--- src/rtl/updown_seq_ctrl_if.sv ---
// rtl/updown_seq_ctrl_if.sv - command channel into the up/down sequence controller
// The requester drives the master side; the controller's queue is the slave.
interface updown_seq_ctrl_if;
  logic       cmd_valid;
  logic       cmd_ready;
  logic       cmd_up;
  logic [3:0] cmd_load;
  logic [3:0] cmd_len;

  modport master (
    output cmd_valid,
    output cmd_up,
    output cmd_load,
    output cmd_len,
    input  cmd_ready
  );

  modport slave (
    input  cmd_valid,
    input  cmd_up,
    input  cmd_load,
    input  cmd_len,
    output cmd_ready
  );
endinterface

--- src/rtl/updown_seq_ctrl.sv ---
// rtl/updown_seq_ctrl.sv - queued up/down counter sequencer
// Commands wait in a FIFO; the FSM loads, steps the 4-bit counter and pulses done.
module updown_seq_ctrl #(
  parameter int DEPTH = 4
) (
  input  logic                    clk,
  input  logic                    rst,
  updown_seq_ctrl_if.slave        cmd,
  input  logic                    abort,
  output logic [3:0]              count,
  output logic                    busy,
  output logic                    done,
  output logic                    aborted,
  output logic                    wrap,
  output logic [$clog2(DEPTH):0]  q_level
);

  localparam int AW = $clog2(DEPTH);
  localparam int LW = AW + 1;

  typedef enum logic [1:0] {
    S_IDLE,
    S_RUN,
    S_DONE
  } state_t;

  state_t        state;
  logic [8:0]    mem [DEPTH];
  logic [AW-1:0] wr_ptr;
  logic [AW-1:0] rd_ptr;
  logic [LW-1:0] level;
  logic          full;
  logic          empty;
  logic          push;
  logic          pop;
  logic          head_up;
  logic [3:0]    head_load;
  logic [3:0]    head_len;
  logic          dir;
  logic [3:0]    remaining;
  logic [3:0]    next_count;
  logic          step_wraps;

  assign full          = (level == LW'(DEPTH));
  assign empty         = (level == '0);
  assign cmd.cmd_ready = !full && !rst;
  assign push          = cmd.cmd_valid && cmd.cmd_ready;
  // Popping only from registered level keeps a fresh push out of the same edge's pop.
  assign pop           = (state == S_IDLE) && !empty;
  assign {head_up, head_load, head_len} = mem[rd_ptr];
  assign next_count    = dir ? (count + 4'd1) : (count - 4'd1);
  assign step_wraps    = dir ? (count == 4'hF) : (count == 4'h0);
  assign q_level       = level;

  always_ff @(posedge clk) begin
    if (push) begin
      mem[wr_ptr] <= {cmd.cmd_up, cmd.cmd_load, cmd.cmd_len};
    end
  end

  always_ff @(posedge clk) begin
    if (rst) begin
      wr_ptr <= '0;
      rd_ptr <= '0;
      level  <= '0;
    end else begin
      if (push) begin
        wr_ptr <= wr_ptr + AW'(1);
      end
      if (pop) begin
        rd_ptr <= rd_ptr + AW'(1);
      end
      case ({push, pop})
        2'b10:   level <= level + LW'(1);
        2'b01:   level <= level - LW'(1);
        default: level <= level;
      endcase
    end
  end

  always_ff @(posedge clk) begin
    if (rst) begin
      state     <= S_IDLE;
      count     <= 4'b0000;
      remaining <= 4'd0;
      dir       <= 1'b0;
      busy      <= 1'b0;
      done      <= 1'b0;
      aborted   <= 1'b0;
      wrap      <= 1'b0;
    end else begin
      done    <= 1'b0;
      aborted <= 1'b0;
      wrap    <= 1'b0;
      case (state)
        S_IDLE: begin
          if (pop) begin
            count     <= head_load;
            remaining <= head_len;
            dir       <= head_up;
            busy      <= 1'b1;
            if (head_len != 4'd0) begin
              state <= S_RUN;
            end else begin
              state <= S_DONE;
              done  <= 1'b1;
            end
          end
        end
        S_RUN: begin
          // Abort wins over the step, so the count freezes at its current value.
          if (abort) begin
            state   <= S_DONE;
            done    <= 1'b1;
            aborted <= 1'b1;
          end else begin
            count     <= next_count;
            wrap      <= step_wraps;
            remaining <= remaining - 4'd1;
            if (remaining == 4'd1) begin
              state <= S_DONE;
              done  <= 1'b1;
            end
          end
        end
        S_DONE: begin
          state <= S_IDLE;
          busy  <= 1'b0;
        end
        default: begin
          state <= S_IDLE;
          busy  <= 1'b0;
        end
      endcase
    end
  end

endmodule

--- src/flat_wrapper.sv ---
// flat-port wrapper written by rule: the top's interface ports become plain ports
module updown_seq_ctrl_flat 
#(
  parameter int DEPTH = 4
)
  (clk, rst, abort, count, busy, done, aborted, wrap, q_level, cmd_cmd_valid, cmd_cmd_up, cmd_cmd_load, cmd_cmd_len, cmd_cmd_ready);
  updown_seq_ctrl_if cmd_i ();
  input  logic clk;
  input  logic rst;
  input  logic abort;
  output logic [3:0] count;
  output logic busy;
  output logic done;
  output logic aborted;
  output logic wrap;
  output logic [$clog2(DEPTH):0] q_level;
  input wire logic [$bits(cmd_i.cmd_valid)-1:0] cmd_cmd_valid;
  input wire logic [$bits(cmd_i.cmd_up)-1:0] cmd_cmd_up;
  input wire logic [$bits(cmd_i.cmd_load)-1:0] cmd_cmd_load;
  input wire logic [$bits(cmd_i.cmd_len)-1:0] cmd_cmd_len;
  output wire logic [$bits(cmd_i.cmd_ready)-1:0] cmd_cmd_ready;
  assign cmd_i.cmd_valid = cmd_cmd_valid;
  assign cmd_i.cmd_up = cmd_cmd_up;
  assign cmd_i.cmd_load = cmd_cmd_load;
  assign cmd_i.cmd_len = cmd_cmd_len;
  assign cmd_cmd_ready = cmd_i.cmd_ready;
  updown_seq_ctrl #(.DEPTH(DEPTH)) u_core (.clk(clk), .rst(rst), .cmd(cmd_i), .abort(abort), .count(count), .busy(busy), .done(done), .aborted(aborted), .wrap(wrap), .q_level(q_level));
endmodule
--- config.mk ---
export PLATFORM = sky130hd
export DESIGN_NAME = updown_seq_ctrl_flat
export DESIGN_NICKNAME = d
export VERILOG_FILES = /design/src/rtl/updown_seq_ctrl_if.sv /design/src/rtl/updown_seq_ctrl.sv /design/src/flat_wrapper.sv
export SDC_FILE = /design/constraint.sdc
export NUM_CORES = 1
export LEC_CHECK = 0
export ABC_AREA = 1
export CAP_MARGIN = 25
export CORE_MARGIN = 4
export CORE_UTILIZATION = 47
export DETAILED_ROUTE_END_ITERATION = 16
export PLACE_DENSITY = 0.65
export SYNTH_ARGS = -nofsm -noshare
export SYNTH_HDL_FRONTEND = slang
export SYNTH_SLANG_ARGS = --single-unit
--- constraint.sdc ---
create_clock -name clk -period 2.5 [get_ports clk]
set_clock_uncertainty 0.05 [all_clocks]
set_input_delay 0.375 -clock clk [delete_from_list [all_inputs] [get_ports clk]]
set_output_delay 0.375 -clock clk [all_outputs]
set_load 0.01 [all_outputs]
==> run_results.csv, run 1 <==
group,metric,value,unit
sta,maxSlewHeadroom,0.639,
grt,gr-total-overflow,0,
sta,period_minus_slack,2.06,ns
yosys,yosysTopAreaCell,"edfxtp_1",
run_status,status,"completed",
placement,placement.io_buffers,24,
sta,holdWs,0.419,ns
floorplanning,fp.dieArea,6860,um2
grt,antenna_found_initial,0,
drt,wirelength,5010,um
drt,first_pass_iters,4,
critical_path,critPathMaxFanout,7,
final_layout,antenna_cells,0,
critical_path,max_stage_delay,0.37,ns
sta,finalCritPeriodShare,0.822,
yosys,synth.top_cell.area_share,0.411,
sta,rsz0062_at_grt,"no",
final_layout,fill_cells,462,
yosys,syn_nets,287,
clock_network,clkTransAtPathRegs,0.07,ns
critical_path,cp_data_required_time,2.68,ns
critical_path,start_kind,"flip-flop",
final_layout,nets,322,
sta,hold_viol,0,
yosys,synthArstFlopShare,0,
placement,finalWeightedCongestion,0.755,
floorplanning,start_util,0.499,
floorplanning,rows,26,
grt,grt_usage,0.155,
pwr,p_leak,1.24,nW
clock_network,numCtsBuffers,9,
yosys,ys_ff_latch,60,
sta,slew_viol_final,0,
drt,vias,1859,
critical_path,slowest_stage,"fa_1",
yosys,yosysWarnings,0,
critical_path,path_cells,"inv_1 > nand3_1 > nand2_2 > inv_1 > ha_1 > inv_1 > fa_1 > a21oi_1 > o21ai_0 > o21ai_0 > a21oi_1",
run,maxCapViolations,0,
critical_path,worstSetupPathType,"reg2reg",
clock_network,htree_num_levels,3,
sta,max_freq,486,MHz
yosys,synthMostInstantiatedCell,"nand2_1",
critical_path,crit_path_end_kind,"flip-flop",
yosys,syn_area,2630,um2
drt,viasPerCell,4.98,
yosys,synth_flop_cell,"edfxtp_1",
clock_network,cts_tree,"yes",
critical_path,cp_data_arrival_time,2.23,ns
floorplanning,fp.dieW,82.8,um
yosys,synth_cell_type_count,30,
yosys,netlist_top_cells_count,"nand2_1 (39), edfxtp_1 (36), nor2_1 (25)",
placement,post-dp-hpwl,3310,um
sta,setup_tns,0,ns
clock_network,clock-sinks,60,
yosys,syn_area_per_cell,10.0,um2
final_layout,seqCellArea,1560,um2
clock_network,clock_path_buffers,2,
floorplanning,die_y,82.8,um
drt,ant_nets,0,
sta,worst_pin_slew,0.541,ns
yosys,yosysSeqAreaShare,0.594,
grt,grt_first_pass_wirelength,8350,um
drt,drc,0,
clock_network,worstSkewPairLatency,0.34,ns
min_path,hold_class,"reg2reg",
final_layout,syn_to_final_growth,20.1,%
yosys,synth-edff-count,36,
clock_network,post_cts_buffers,0,
pwr,worst_ir_drop_vdd,0.431,mV
clock_network,cts-root-buf,"clkbuf_8",
clock_network,post_cts_resized,0,
drt,wl_per_cell,13.4,um
final_layout,drive_gt1_frac,0.135,
clock_network,cts_hold_buf,0,
yosys,synth.area.top_cells,"edfxtp_1 (41%), dfxtp_1 (18%), nand2_1 (5.6%)",
final_layout,multi_input_area,905,um2
drt,drt_iter0_drc,88,
yosys,synth_cells,263,
grt,grt_max_degree,20,
pwr,p_per_area,1150,nW/um2
sta,setup_violations,0,
floorplanning,ios,25,
critical_path,crit_top_cell,"inv_1",
grt,grt_pass1_vias,1773,
floorplanning,fp.coreArea,5270,um2
report_power, final:
group / total, mW / leakage, nW / switching, mW / internal (mW)
registers: 1.36 / 0.525 / 0.145 / 1.21
clock network: 0.877 / 0.0994 / 0.412 / 0.464
logic: 1.39 / 0.612 / 0.845 / 0.543
cell type report:
| cell class | instances | share of cell area |
|---|---|---|
| Clock buffer | 9 | 0.0392 |
| Clock inverter | 7 | 0.0246 |
| Inverter | 29 | 0.0352 |
| Multi-Input combinational cell | 167 | 0.286 |
| Sequential cell | 60 | 0.494 |
| Tap cell | 70 | 0.0277 |
| Timing Repair Buffer | 31 | 0.0927 |
routing by layer:
layer  track usage  part of all wire  up-vias
met2         0.235              0.46       28
li1              -                 -      969
met5             0                 0        -
met3        0.0485             0.040       12
met1         0.202              0.48      850
met4        0.0728             0.018        0
sequential cells by signal (all words and copies together), names as in the netlist, 2 cells and up, named ones only:
name              flops
u_core.count          4
u_core.mem           36
u_core.q_level        3
u_core.rd_ptr         2
u_core.remaining      4
u_core.state          2
u_core.wr_ptr         2
final timing paths:
path / startpoint / to / slack, ns / cells past startpoint
setup / recovery: u_core.q_level[1]$_SDFFE_PP0P_ / u_core.q_level[2]$_SDFFE_PP0P_ / 0.44 / 11
hold / removal: u_core.remaining[2]$_SDFFE_PP0P_ / u_core.remaining[2]$_SDFFE_PP0P_ / 0.42 / 2
setup reg to reg: u_core.q_level[1]$_SDFFE_PP0P_ / u_core.q_level[2]$_SDFFE_PP0P_ / 0.44 / 11
hold reg to reg: u_core.remaining[2]$_SDFFE_PP0P_ / u_core.remaining[2]$_SDFFE_PP0P_ / 0.42 / 2
cells in the final DEF (no fill, tap or decap), types with 2 or more instances in the layout:
cell type | synthesis | routed
nand2_1 | 39 | 39
nand2_2 | 4 | 4
clkbuf_8 | 0 | 9
nand3_1 | 23 | 23
nor2_2 | 3 | 3
o21ai_2 | 2 | 2
clkdlybuf4s50_1 | 0 | 24
a21oi_1 | 20 | 20
inv_1 | 23 | 23
ha_1 | 9 | 9
o22ai_1 | 2 | 2
fa_1 | 2 | 2
inv_2 | 5 | 5
clkinv_4 | 0 | 4
nor2_1 | 25 | 25
o21ai_1 | 8 | 8
buf_4 | 2 | 7
a31oi_1 | 2 | 2
o21ai_0 | 19 | 19
edfxtp_1 | 36 | 36
dfxtp_1 | 24 | 24
cell families (layout without fill, tap and decap cells):
group | Yosys count | after routing | synth area share
and+or+nand+nor | 97 | 97 | 0.160
DFF | 60 | 60 | 0.594
AOI/OAI and AO/OA | 57 | 57 | 0.119
buffers and inverters | 36 | 76 | 0.0623
adders and majority gates | 11 | 11 | 0.0580
xor gates and xnor gates | 2 | 2 | 0.00666
critical path, delay by kind of cell, from the launching register on:
kind	cells	cell delay (ns)
fa+ha+maj	2	0.53
simple gates	2	0.27
buf+inv	3	0.29
compound gates	4	0.45
flops	1	0.35
per-stage QoR:
| stage | cell area, um2 | setup slack [ns] | utilization | std cells | total power, mW |
|---|---|---|---|---|---|
| after global placement | 2960 | 0.297 | 0.561 | 357 | 2.75 |
| final | 3160 | 0.444 | 0.599 | 373 | 3.62 |
| after global routing | 3160 | 0.201 | 0.599 | 373 | 3.93 |
| after CTS | 3160 | 0.428 | 0.599 | 373 | 3.65 |
| after floorplan | 2630 | 0.555 | - | 263 | 2.43 |
| after detailed placement | 2960 | 0.263 | 0.561 | 357 | 2.77 |
Note: power is estimated with default switching activity, not from simulation.
==> run 2, diff against run 1 <==
--- a/config.mk
+++ b/config.mk
@@ -10,7 +10,7 @@
 export CORE_MARGIN = 4
 export CORE_UTILIZATION = 47
 export DETAILED_ROUTE_END_ITERATION = 16
-export PLACE_DENSITY = 0.65
+export PLACE_DENSITY = 0.67
 export SYNTH_ARGS = -nofsm -noshare
 export SYNTH_HDL_FRONTEND = slang
 export SYNTH_SLANG_ARGS = --single-unit
==> constraint.sdc (replaced) <==
create_clock -name clk -period 1.7 [get_ports clk]
set_clock_uncertainty 0.05 [all_clocks]
set_input_delay 0.255 -clock clk [delete_from_list [all_inputs] [get_ports clk]]
set_output_delay 0.255 -clock clk [all_outputs]
set_load 0.01 [all_outputs]
==> run_results.csv, run 2 (synthesized netlist as in run 1, its figures left out) <==
group,metric,value,unit
floorplanning,fp.coreArea,5270,um2
run,maxCapViolations,0,
floorplanning,fp.dieW,82.8,um
grt,grt_first_pass_wirelength,8690,um
final_layout,seqCellArea,1580,um2
drt,wirelength,5110,um
grt,grt_pass1_vias,1848,
clock_network,numCtsBuffers,9,
final_layout,drive_gt1_frac,0.226,
sta,period_minus_slack,1.68,ns
clock_network,htree_num_levels,3,
critical_path,crit_top_cell,"inv_2",
critical_path,critPathMaxFanout,3,
grt,grt_usage,0.161,
critical_path,critPathBufInv,3,
critical_path,worstSetupPathType,"reg2reg",
placement,finalWeightedCongestion,0.778,
floorplanning,die_y,82.8,um
drt,first_pass_iters,4,
drt,viasPerCell,4.92,
final_layout,fin_util,0.635,
clock_network,cts-root-buf,"clkbuf_8",
pwr,p_leak,1.32,nW
sta,hold_viol,0,
sta,maxSlewHeadroom,0.770,
clock_network,cts_hold_buf,0,
final_layout,multi_input_area,946,um2
floorplanning,ios,25,
critical_path,worst-r2r-setup-slack,0.02,ns
drt,drt_iter0_drc,81,
critical_path,slowest_stage,"dfxtp_4",
min_path,hold_class,"reg2reg",
floorplanning,start_util,0.499,
floorplanning,fp.dieArea,6860,um2
critical_path,crit_path_end_kind,"flip-flop",
final_layout,syn_to_final_growth,27.3,%
pwr,worst_ir_drop_vdd,0.740,mV
critical_path,path_cells,"inv_6 > nand3_2 > nand2_2 > inv_2 > ha_4 > inv_2 > fa_2 > a21oi_2 > o21ai_2 > o21ai_1 > a21oi_1",
final_layout,antenna_cells,0,
sta,finalCritPeriodShare,0.989,
critical_path,max_stage_delay,0.38,ns
clock_network,clkTransAtPathRegs,0.07,ns
sta,setup_violations,0,
clock_network,worstSkewPairLatency,0.34,ns
clock_network,clock_path_buffers,2,
clock_network,cts_tree,"yes",
grt,grt_max_degree,19,
final_layout,nets,337,
sta,slew_viol_final,0,
drt,vias,1910,
pwr,p_total,5.85,mW
grt,antenna_found_initial,0,
critical_path,start_kind,"flip-flop",
sta,setup_tns,0,ns
final_layout,top_register,"u_core.mem",
final_layout,largestRegisters,"u_core.mem x36, u_core.count x4, u_core.remaining x4",
critical_path,critical_path.top_delay_family,"adder cells",
placement,post_dp_cell_area,3100,um2
pwr,p_per_area,1750,nW/um2
placement,post-dp-hpwl,3510,um
final_layout,layout_commonest_cell,"nand2_1",
final_layout,instances_no_fill,388,
run_status,status,"completed",
placement,placement.io_buffers,24,
drt,drc,0,
placement,dpl.cell_count,370,
sta,rsz0062_at_grt,"yes",
critical_path,cp_data_required_time,1.88,ns
final_layout,final_cell_mix,"nand2_1 (39), edfxtp_1 (36), nor2_1 (25), clkdlybuf4s50_1 (23), nand3_1 (22)",
clock_network,clock-sinks,60,
sta,max_freq,595,MHz
drt,wl_per_cell,13.2,um
floorplanning,rows,26,
final_layout,fin_area,3350,um2
sta,worst_pin_slew,0.344,ns
critical_path,cp_data_arrival_time,1.86,ns
grt,gr-total-overflow,0,
final_layout,fill_cells,453,
final_layout,largest_reg_flops,36,
drt,ant_nets,0,
## run 2: changes by cell type in the layout (fill, tap and decap cells not counted), moves of 3 or more
cell,previous run,this run
dfxtp_4,0,3
dfxtp_2,0,4
dfxtp_1,24,17
inv_1,23,19
buf_4,7,21
## run 2: what timing repair did
action | 4_1_cts | 5_1_grt
setup endpoints to repair | 4 | 2
gates resized for setup | 5 | 7
setup buffers | 2 | 0
pin swaps | 1 | 1
cloned | 0 | 0
## run 2: metal layers
layer  global-route usage  up-vias  wire length (um)
li1                     -      997                 -
met1                0.201      868              2410
met2                0.262       34              2390
met3               0.0525       11               212
met4               0.0579        0                96
met5                    0        -                 0
## run 2: layout make-up
class / instances / area share
Inverter: 29 / 0.0355
Sequential cell: 60 / 0.471
Tap cell: 70 / 0.0262
Clock inverter: 7 / 0.0228
Timing Repair Buffer: 46 / 0.124
Clock buffer: 9 / 0.0370
Multi-Input combinational cell: 167 / 0.283
## run 2: worst paths after layout
path / cells past startpoint / end / start
worst max-delay path: 11 / u_core.q_level[2]$_SDFFE_PP0P_ / u_core.q_level[1]$_SDFFE_PP0P_
worst min-delay path: 1 / u_core.q_level[0]$_SDFFE_PP0P_ / u_core.q_level[0]$_SDFFE_PP0P_
worst max register to register: 11 / u_core.q_level[2]$_SDFFE_PP0P_ / u_core.q_level[1]$_SDFFE_PP0P_
worst min register to register: 1 / u_core.q_level[0]$_SDFFE_PP0P_ / u_core.q_level[0]$_SDFFE_PP0P_
## run 2: power by group
part,switching (mW),total (mW),internal [mW]
clock,0.598,1.28,0.683
sequential,0.227,2.04,1.81
combinational,1.41,2.53,1.12
total,2.23,5.85,3.62
## run 2: per-stage QoR
step | setup slack, ns | hold slack, ns
global route | -0.0454 | 0.442
floorplan | -0.0400 | 0.274
detailed placement | -0.322 | 0.400
finish | 0.0187 | 0.414
global placement | -0.300 | 0.397
CTS | 0.0236 | 0.419
